$ cat src/rtl/conf_int_mul_pkg.sv
// ----------------------------------------------------------------------------
// conf_int_mul_pkg
// Shared constants and helpers for the configurable-accuracy integer
// multiplier.
//   DEF_OP_BITWIDTH        : default count of operand MSBs kept in approximate mode
//   DEF_DATA_PATH_BITWIDTH : default operand / product width
//   apx_bits()             : number of operand LSBs zeroed in approximate mode
// ----------------------------------------------------------------------------
package conf_int_mul_pkg;

  localparam int unsigned DEF_OP_BITWIDTH        = 28;
  localparam int unsigned DEF_DATA_PATH_BITWIDTH = 32;

  // LSBs dropped in approximate mode; clamps to 0 so a misconfigured
  // OP_BITWIDTH never yields a negative shift before the elaboration check.
  function automatic int unsigned apx_bits(input int unsigned dp_w,
                                           input int unsigned op_w);
    if (op_w >= dp_w) begin
      return 32'd0;
    end
    return dp_w - op_w;
  endfunction

endpackage : conf_int_mul_pkg

$ cat src/rtl/conf_int_mul_core.sv
// ----------------------------------------------------------------------------
// conf_int_mul_core
// Purely combinational mask-and-multiply. No state.
// Build option: CONF_MUL_APX_EN (defined = approximate-mode masking present,
// racc_i port exists; undefined = always the accurate product).
// Ports:
//   racc_i    : accuracy select, 1 = accurate, 0 = approximate (macro only)
//   a_i, b_i  : signed two's-complement operands
//   prod_c_o  : low DATA_PATH_BITWIDTH bits of the signed product (combinational)
// ----------------------------------------------------------------------------
module conf_int_mul_core
  import conf_int_mul_pkg::*;
#(
  parameter int unsigned OP_BITWIDTH        = DEF_OP_BITWIDTH,
  parameter int unsigned DATA_PATH_BITWIDTH = DEF_DATA_PATH_BITWIDTH
) (
`ifdef CONF_MUL_APX_EN
  input  logic                          racc_i,
`endif
  input  logic [DATA_PATH_BITWIDTH-1:0] a_i,
  input  logic [DATA_PATH_BITWIDTH-1:0] b_i,
  output logic [DATA_PATH_BITWIDTH-1:0] prod_c_o
);

  localparam int unsigned DW = DATA_PATH_BITWIDTH;
  localparam int unsigned PW = 2 * DW;

  logic [DW-1:0] a_m;
  logic [DW-1:0] b_m;

`ifdef CONF_MUL_APX_EN
  localparam int unsigned   APX_BITS  = apx_bits(DW, OP_BITWIDTH);
  // Ones in the retained MSB positions; all ones when APX_BITS is 0.
  localparam logic [DW-1:0] KEEP_MASK = {DW{1'b1}} << APX_BITS;

  // Approximate mode zeroes the operand LSBs; sign bit is always retained.
  always_comb begin
    a_m = a_i;
    b_m = b_i;
    if (!racc_i) begin
      a_m = a_i & KEEP_MASK;
      b_m = b_i & KEEP_MASK;
    end
  end
`else
  // Accurate-only build: operands pass straight through.
  assign a_m = a_i;
  assign b_m = b_i;
`endif

  // Full-width signed product; the result wraps by truncation to DW bits.
  logic signed [PW-1:0] a_ext;
  logic signed [PW-1:0] b_ext;
  logic signed [PW-1:0] prod;

  assign a_ext = $signed({{DW{a_m[DW-1]}}, a_m});
  assign b_ext = $signed({{DW{b_m[DW-1]}}, b_m});
  assign prod  = a_ext * b_ext;

  assign prod_c_o = prod[DW-1:0];

  // Upper half is intentionally discarded (silent wraparound).
  logic unused_prod_hi;
  assign unused_prod_hi = ^prod[PW-1:DW];

endmodule : conf_int_mul_core

$ cat src/rtl/conf_int_mul_noff_arch_agnos_w_wrapper.sv
// ----------------------------------------------------------------------------
// conf_int_mul_noff_arch_agnos_w_wrapper
// Two-stage pipelined configurable-accuracy signed multiplier. The input
// stage captures a, b (and racc) each cycle; the product register d updates
// one edge later. No handshake, one pair accepted per cycle.
// Build option: CONF_MUL_APX_EN (defined = racc selects accurate/approximate;
// undefined = racc ignored, d is always the accurate product).
// Ports:
//   clk   : clock, rising edge
//   rapx  : asynchronous active-high reset, clears all registers
//   racc  : accuracy select, 1 = accurate, 0 = approximate
//   a, b  : signed two's-complement operands
//   d     : registered signed product (low DATA_PATH_BITWIDTH bits)
// ----------------------------------------------------------------------------
module conf_int_mul_noff_arch_agnos_w_wrapper
  import conf_int_mul_pkg::*;
#(
  parameter int unsigned OP_BITWIDTH        = DEF_OP_BITWIDTH,
  parameter int unsigned DATA_PATH_BITWIDTH = DEF_DATA_PATH_BITWIDTH
) (
  input  logic                          clk,
  input  logic                          rapx,
  input  logic                          racc,
  input  logic [DATA_PATH_BITWIDTH-1:0] a,
  input  logic [DATA_PATH_BITWIDTH-1:0] b,
  output logic [DATA_PATH_BITWIDTH-1:0] d
);

  localparam int unsigned DW = DATA_PATH_BITWIDTH;

  // Elaboration-time legality of the retained-bit count.
  generate
    if (OP_BITWIDTH < 1 || OP_BITWIDTH > DATA_PATH_BITWIDTH) begin : g_param_err
      $error("OP_BITWIDTH must lie in 1..DATA_PATH_BITWIDTH");
    end
  endgenerate

  logic [DW-1:0] a_q, a_d;
  logic [DW-1:0] b_q, b_d;
  logic [DW-1:0] d_q, d_d;
  logic [DW-1:0] prod_c;

`ifdef CONF_MUL_APX_EN
  logic racc_q, racc_d;
`else
  logic unused_racc;
  assign unused_racc = racc;
`endif

  // Next-state: input stage follows the ports, output stage follows the core.
  always_comb begin
    a_d = a;
    b_d = b;
    d_d = prod_c;
`ifdef CONF_MUL_APX_EN
    racc_d = racc;
`endif
  end

  // Pipeline registers; reset mode is approximate with zero operands.
  always_ff @(posedge clk or posedge rapx) begin
    if (rapx) begin
      a_q    <= '0;
      b_q    <= '0;
      d_q    <= '0;
`ifdef CONF_MUL_APX_EN
      racc_q <= 1'b0;
`endif
    end else begin
      a_q    <= a_d;
      b_q    <= b_d;
      d_q    <= d_d;
`ifdef CONF_MUL_APX_EN
      racc_q <= racc_d;
`endif
    end
  end

  conf_int_mul_core #(
    .OP_BITWIDTH        (OP_BITWIDTH),
    .DATA_PATH_BITWIDTH (DATA_PATH_BITWIDTH)
  ) u_core (
`ifdef CONF_MUL_APX_EN
    .racc_i   (racc_q),
`endif
    .a_i      (a_q),
    .b_i      (b_q),
    .prod_c_o (prod_c)
  );

  assign d = d_q;

endmodule : conf_int_mul_noff_arch_agnos_w_wrapper

$ cat config.mk
export PLATFORM = sky130hd
export DESIGN_NAME = conf_int_mul_noff_arch_agnos_w_wrapper
export DESIGN_NICKNAME = d
export VERILOG_FILES = /design/src/rtl/conf_int_mul_pkg.sv /design/src/rtl/conf_int_mul_core.sv /design/src/rtl/conf_int_mul_noff_arch_agnos_w_wrapper.sv
export SDC_FILE = /design/constraint.sdc
export NUM_CORES = 1
export LEC_CHECK = 0
export ABC_AREA = 1
export BUFFER_PORTS_ARGS = -buffer_cell sky130_fd_sc_hd__clkbuf_2
export CAP_MARGIN = 20
export CORE_ASPECT_RATIO = 1.4
export CORE_MARGIN = 3
export CORE_UTILIZATION = 25
export DETAILED_ROUTE_END_ITERATION = 12
export PLACE_DENSITY = 0.44
export SLEW_MARGIN = 30
export SYNTH_ARGS = -nofsm -noshare
export SYNTH_HDL_FRONTEND = slang
export SYNTH_HIERARCHICAL = 1
export SYNTH_SLANG_ARGS = --single-unit
$ cat constraint.sdc
create_clock -name clk -period 16.5 [get_ports clk]
set_clock_uncertainty 0.15 [all_clocks]
set_input_delay 1.65 -clock clk [delete_from_list [all_inputs] [get_ports clk]]
set_output_delay 1.65 -clock clk [all_outputs]
set_load 0.02 [all_outputs]
### Word level (Yosys, flattened, before mapping)

Index checks and enable logic that the tools add are counted.

* word-level logic and storage cells: 4
* output and inout bits: 32
* flip-flop bits (word level): 96
* input port bits: 67

* multiply operators: 1

Operator list (number)
* $mul 32x32->32: 1

### Depth between registers and ports, before layout

Gate-level depths: netlist (run 1).

* depth in word-level cells: 1
* mapped depth: 36
* mapped depth without buffers: 34

### Cells and area by module

Netlist (run 1), hierarchy kept.

By module, submodules not included
* conf_int_mul_core: times used 1, sequential area each 0.0 µm², area an instance 17565.6 µm², cells each 2431
* conf_int_mul_noff_arch_agnos_w_wrapper: times used 1, sequential area each 2402.3 µm², area an instance 2406.1 µm², cells each 97

### Least setup slack after synthesis (run 1)

No wires, ideal clock.

* kind: register to register
* start: register b_q[3]
* end: register d_q[29], in the netlist d[29]
* slack: 9899 ps
* path buffers: 2
* data required time: 16226 ps
* cell stages (with the launch flop): 27
* period minus slack after synthesis: 6601 ps
* library setup time: 124 ps
* arrival: 6328 ps
* cell sequence: dfrtp_1 -> clkbuf_1 -> clkbuf_1 -> nand2_1 -> inv_1 -> fa_1 -> fa_1 -> inv_1 -> fa_1 -> fa_1 -> inv_1 -> fa_1 -> inv_1 -> fa_1 -> inv_1 -> fa_1 -> fa_1 -> ha_1 -> a21oi_1 -> o21ai_0 -> a21oi_1 -> nand3_2 -> nand2_1 -> nand2_1 -> nand2_1 -> nand2_1 -> xor2_1

* longest elaborated chain between the ends: 1

Ends and longest elaborated chain
* start: declaration: line conf_int_mul_noff_arch_agnos_w_wrapper.sv:39 `logic [DW-1:0] b_q, b_d;`
* start signal: assignment: line conf_int_mul_noff_arch_agnos_w_wrapper.sv:64 `b_q <= '0;`
* start signal: assignment: line conf_int_mul_noff_arch_agnos_w_wrapper.sv:71 `b_q <= b_d;`
* $mul 32x32->32: line conf_int_mul_core.sv:58 `assign prod = a_ext * b_ext;`
* via d_d[29]: line conf_int_mul_noff_arch_agnos_w_wrapper.sv:40 `logic [DW-1:0] d_q, d_d;`
* end signal: assignment: line conf_int_mul_noff_arch_agnos_w_wrapper.sv:65 `d_q <= '0;`
* end signal: assignment: line conf_int_mul_noff_arch_agnos_w_wrapper.sv:72 `d_q <= d_d;`
* end: declaration: line conf_int_mul_noff_arch_agnos_w_wrapper.sv:40

The timed path passes the listed nets, and every way through them passes these cells.

### Worst setup path in the final report (run 1)

* start: register a_q[16]
* end: register d_q[30], in the netlist d[30]

* longest elaborated chain between the ends: 1

Ends and longest elaborated chain
* start: declaration: line conf_int_mul_noff_arch_agnos_w_wrapper.sv:38 `logic [DW-1:0] a_q, a_d;`
* start signal: assignment: line conf_int_mul_noff_arch_agnos_w_wrapper.sv:63 `a_q <= '0;`
* start signal: assignment: line conf_int_mul_noff_arch_agnos_w_wrapper.sv:70 `a_q <= a_d;`
* $mul 32x32->32: line conf_int_mul_core.sv:58
* via d_d[30]: line conf_int_mul_noff_arch_agnos_w_wrapper.sv:40

The timed path passes the listed nets, and every way through them passes these cells.

==> results of run 1 <==
## state kept, by name, summed over array words and instances (netlist names)
register,flops
d,32
a_q,32
b_q,32
## area by class of cell
type	instances	area, um^2
clock inverter	6	61.3
antenna	2	5.00
timing repair buffer	122	673
clock buffer	10	239
tap	1054	1320
fill	8793	57200
sequential	96	2410
multi-input combinational	1477	13900
inverter	851	3200
## stage by stage
step | worst slack [ps] | area (um^2) | util | cells | hold slack, ps
finish | 8840 | 21800 | 0.276 | 3618 | 634
global route | 8400 | 21800 | 0.276 | 3618 | 716
CTS | 8790 | 21800 | 0.276 | 3616 | 673
detailed placement | 8840 | 21500 | 0.272 | 3600 | 665
global placement | 8780 | 21500 | 0.272 | 3600 | 659
floorplan | 9900 | 20000 | - | 2528 | 362
## synthesized netlist by cell type (3+ instances only)
cell type,count
buf_2,14
nand4_1,4
nand3b_1,3
clkbuf_1,73
nand2_2,4
xor2_1,24
dfrtp_1,96
xnor2_1,11
nand3_2,3
nand3_1,53
inv_1,849
a21oi_1,28
buf_1,5
buf_4,10
nor3_1,4
nand2_1,722
nor4_1,3
fa_1,408
ha_1,150
o21ai_0,11
nor2_1,28
o21bai_1,3
a21o_1,6
a31oi_1,4
## cells in the final DEF, fill, tap and decap left out, types with 5 or more instances in the layout
cell type and instances:
buf_4 25, inv_1 848, nor2_1 28, a21oi_1 28, ha_1 150, fa_1 408, dfrtp_2 5, nand2_1 722
xnor2_1 11, nand3_1 53, a21o_1 6, clkbuf_2 97, clkbuf_16 9, o21ai_0 11, xor2_1 24, dfrtp_1 91
## per-layer routing
metal | vias to the layer above | share of wire | GRT usage
li1 | 7008 | - | -
met1 | 7370 | 0.38 | 0.159
met2 | 205 | 0.56 | 0.289
met3 | 82 | 0.023 | 0.0154
met4 | 0 | 0.034 | 0.0532
met5 | - | 0 | 0
## final timing paths
path,from,endpoint,slack (ps),cells past startpoint
max,a_q[16],d[30],8840,18
min,b_q[0],d[0],630,3
max reg2reg,a_q[16],d[30],8840,18
min reg2reg,b_q[0],d[0],630,3
max in group asynchronous,rapx,a_q[14],13850,3
min in group asynchronous,rapx,d[20],1130,2
## logic make-up after synthesis
group | Yosys count | synth area share
buf+inv | 955 | 0.183
compound gates | 58 | 0.0168
flops | 96 | 0.120
simple gates | 826 | 0.162
fa+ha+maj | 558 | 0.503
xor+xnor | 35 | 0.0153
## critical path, stage by stage, from the launching register on
cell	delay, ps
dfrtp_1	950
nand2_1	180
fa_1	560
fa_1	580
fa_1	600
fa_1	450
fa_1	540
inv_1	50
fa_1	450
fa_1	560
fa_1	440
ha_1	420
nand2_1	160
nor4_1	450
nand3_1	130
nand3_1	240
nand2_1	90
o311ai_0	120
xor2_1	400
==> impl_results.md, run 1 <==
* Layout area overhead at 9.27%
* Die area at 83400 um^2
* Port Buffer Count at between 90 and 100
* Max-slew violations at 0
* Reg clk slew, reported paths at roughly 80 ps
* Async set-reset flop share out of synthesis at 1.00
* First-pass GRT wire length at between 90000 and 100000 um
* Post-Syn Area at approximately 20000 um^2
* Crit path kind: flop to flop
* Synthesized area per cell at approximately 8 um^2
* Largest cells by area after synthesis: fa_1, inv_1, nand2_1
* Post-CTS resize count at 0
* Worst slew pin tran at roughly 940 ps
* DRT Pass-1 Iters at 5
* Sequential area share after synthesis at 0.120
* Post CTS Setup Buffer Count at 0
* Startpoint Class: flop
* Synthesized net count at roughly 3200
* Flops & latches, synth at 96
* CTS tree: yes
* Final Hold Fails at 0
* CTS Root Cell: clkbuf_16
* Vias in the first global route at about 16000
* RSZ-0062 raised after global routing: false
* # clock sinks at between 90 and 100
* Worst Setup End Kind: flop
* CTS Buffer Depth at 2
* Final Critical Period at approximately 7700 ps
* CTS H-tree lvls at 3
* Hold WC Path Type: flop to flop
* Largest net degree at the start of global routing at 50
* GRT Overall Usage at 0.147
* Iteration-0 DRC Markers at roughly 550
* Post-synth EDFFs at 0
* Final WL at roughly 58000 um
* Clock Latency Late Sink at between 400 and 500 ps
* Worst Path Arrival at roughly 8000 ps
* Max Clk Rate at roughly 130 MHz
* Final period util at 0.464
* Top-area cell type share of the netlist area at 0.409
* Number of buffers created by CTS at 9
* Mapped Cells at between 2000 and 3000
* Top Ports at ~100
* Status: completed
* Gr ovfl total at 0
* Nets at 3182
* DR DRC count at 0
* Max_cap viols at 0
* Max Fanout on Critical Path at 16
* Die Span X at 245 um
* Site Rows at ~120
* Total core area at about 79000 um^2
* Top cell type by total area after synthesis: fa_1
* Synthesis Warnings at 6
* Initial antenna violation count at 2
* Library cells used by synthesis at 34
* Starting Density at 0.253
* Routed len/inst at around 16 um
* Setup violations, final at 0
* CTS Hold Bufs at 0
* Post-DP HPWL at 45400 um
* Setup TNS Final at 0 ps
* Max-slew headroom at 0.372
* Top FF cell, synth: dfrtp_1
* Die Span Y at about 340 um
* Drt via density at slightly above 4
* Worst endpoint required time at between 15000 and 20000 ps
* Antenna violation net count after detailed routing at 0
* GPL Wtd Cong at between 0.8 and 0.9
* DR vias at 14665
* Share of layout cells above drive strength 1 at 0.0613
Power of run 1 is not shown: default switching activity piles up to over one toggle a cycle in this logic, so the estimate is an artifact.
==> run 2, diff against run 1 <==
Settings changed: PLACE_DENSITY 0.44 to 0.46.
Clock period 16.5 ns to 6.9 ns, I/O delays scaled along.
==> run 2 against run 1 <==
Compared with the run above:
- die area unchanged
- clock-buffer cell count is 1 lower
- final area up 9.6%
- via count is 3.6% higher
- register-to-register slack got worse by 8700 ps
- global-route usage about the same
- fmax grew 14%
- sequential share of layout area is 0.94 points lower
- utilization rose by 2.7 points
- worst setup slack worse by 8700 ps
- critical path type unchanged
- critical endpoint unchanged
- largest cell class unchanged
==> impl_results.md, run 2 (same netlist as run 1, synthesis figures left out) <==
* Status: completed
* DR DRC count at 0 (unchanged)
* First-pass GRT wire length at 92900 um (+1.0%)
* Commonest non-fill, non-tap cell in the layout: inv_1
* Total core area at 79100 um^2 (unchanged)
* CTS tree: yes
* Hold WC Path Type: input pin to async pin
* Finished Layout Cells at 3806 (+5.2%)
* RSZ-0062 raised after global routing: true
* Post-place setup slack at -220 ps (-9060 ps)
* Max_cap viols at 0 (unchanged)
* GPL Wtd Cong at 0.831 (+3.2%)
* Max incr delay on CP at 580 ps (-370 ps)
* Max Clk Rate at 149 MHz (+14%)
* Setup violations, final at 0 (unchanged)
* Die area at 83400 um^2 (unchanged)
* # clock sinks at 96 (unchanged)
* Worst reg2reg setup slack at 180 ps (-8660 ps)
* Worst endpoint required time at 7030 ps (-9580 ps)
* Worst-path cell chain: clkbuf_4, nand2_1, fa_1, fa_2, fa_1, inv_1, fa_1, fa_1, fa_1, fa_1, fa_1, ha_4, nand2_1, nor4_2, buf_4, nand3_2, nand3_2, nand2_4, o311ai_2, xor2_1
* Placed Cells at 3778 (+4.9%)
* GRT Overall Usage at 0.147 (+0.000405)
* Gr ovfl total at 0 (unchanged)
* Worst slew pin tran at 771 ps (-170 ps)
* Final worst slack at 185 ps (-8660 ps)
* Layout area overhead at 19.8%
* Crit path max-delay family: adder cells
* Iteration-0 DRC Markers at 632 (+16%)
* CTS H-tree lvls at 3 (unchanged)
* Worst Path Arrival at 6840 ps (-930 ps)
* Share of layout cells above drive strength 1 at 0.149 (+0.0881)
* Final Critical Period at 6720 ps (-942 ps)
* Max-slew headroom at 0.486 (+0.114)
* Worst Setup End Kind: flop
* WP buf/inv at 3 (+2)
* Final period util at 0.973 (+0.509)
* Slowest-stage cell, CP: fa_1
* Nets at 3372 (+6.0%)
* Reg2reg path depth at 20 (+2)
* Largest net degree at the start of global routing at 54 (+8.0%)
* Ant diodes at 0 (-2)
* Critical path depth in cells at 20 (+2)
* Cell mode on critical path: fa_1
* Final Hold Fails at 0 (unchanged)
* Die Span Y at 340 um (unchanged)
* Max Fanout on Critical Path at 6 (-10)
* Clock Latency Late Sink at 420 ps (about the same)
* Crit path kind: flop to flop
* Antenna violation net count after detailed routing at 0 (unchanged)
* Max-slew violations at 0 (unchanged)
* DRT Pass-1 Iters at 5 (unchanged)
* Site Rows at 122 (unchanged)
* Die Span X at 245 um (unchanged)
* Top Ports at 99 (unchanged)
* Reg clk slew, reported paths at 100 ps (+20 ps)
* Initial antenna violation count at 0 (-2)
* Hold WS at 182 ps (-452 ps)
* CTS Root Cell: clkbuf_16
* Worst reg2reg startpoint: b_q[11]
* CTS Buffer Depth at 2 (unchanged)
* DR vias at 15188 (+3.6%)
* Port Buffer Count at 97 (unchanged)
* Vias in the first global route at 16692 (+2.9%)
* Final WL at 58300 um (+0.59%)
* Drt via density at 3.99 (-1.5%)
* Most frequent cells in the layout: inv_1, nand2_1, fa_1
* Number of buffers created by CTS at 9 (unchanged)
* First element of the critical path: b_q[11]
* Startpoint Class: flop
* Post-DP HPWL at 49700 um (+9.6%)
* Starting Density at 0.253 (unchanged)
* Routed len/inst at 15.3 um (-4.4%)
* R2R Path End: d[30]
run 2: cell count changes in the layout (fill, tap and decap cells not counted), moves of 9 or more:
cell,delta
ha_1,-9
buf_12,+29
fa_1,-21
ha_4,+9
buf_4,+158
a21oi_2,+9
a21oi_1,-9
fa_2,+21
run 2: final cells by class:
class,instances,area (um^2)
Fill cell,8719,55100
Tap cell,1054,1320
Multi-Input combinational cell,1477,14200
Timing Repair Buffer,312,2470
Clock buffer,9,225
Inverter,851,3200
Clock inverter,7,110
Sequential cell,96,2410
run 2: timing repair:
item                                    CTS  global route
endpoints found under the setup margin    6            11
gates resized for setup                  23            53
setup buffers                             2            11
pin swaps                                 6            33
hold buffers                              0             0
run 2: routing by layer:
layer,track usage,part of all wire,vias up,wire length [um]
met5,0,0,-,0
met4,0.0444,0.027,0,1560
met3,0.0139,0.023,60,1320
met2,0.294,0.57,176,33400
met1,0.161,0.38,7575,22000
li1,-,-,7377,-
run 2: stage by stage:
stage	TNS, ps	util	instance area, um^2
3_3_place_gp	-463	0.293	23200
2_1_floorplan	0	-	20000
5_1_grt	-107	0.303	23900
4_1_cts	0	0.299	23600
3_5_place_dp	-378	0.293	23200
6_report	0	0.303	23900
run 2: how the worst max path moves through the flow:
stage / endpoint / slack (ps)
2_1_floorplan: d[29] / 300
5_1_grt: d[31] / -100
3_3_place_gp: d[30] / -210
3_5_place_dp: d[30] / -220
4_1_cts: d[30] / 10
6_report: d[30] / 180
run 2: worst reg2reg max path: cells and delay by family, from the launching register on:
kind | cells | cell delay (ps)
simple gates | 6 | 730
buf+inv | 3 | 450
fa+ha+maj | 9 | 4380
compound gates | 1 | 80
xor+xnor | 1 | 330
flops | 1 | 490
Power of run 2 is left out for the same reason.
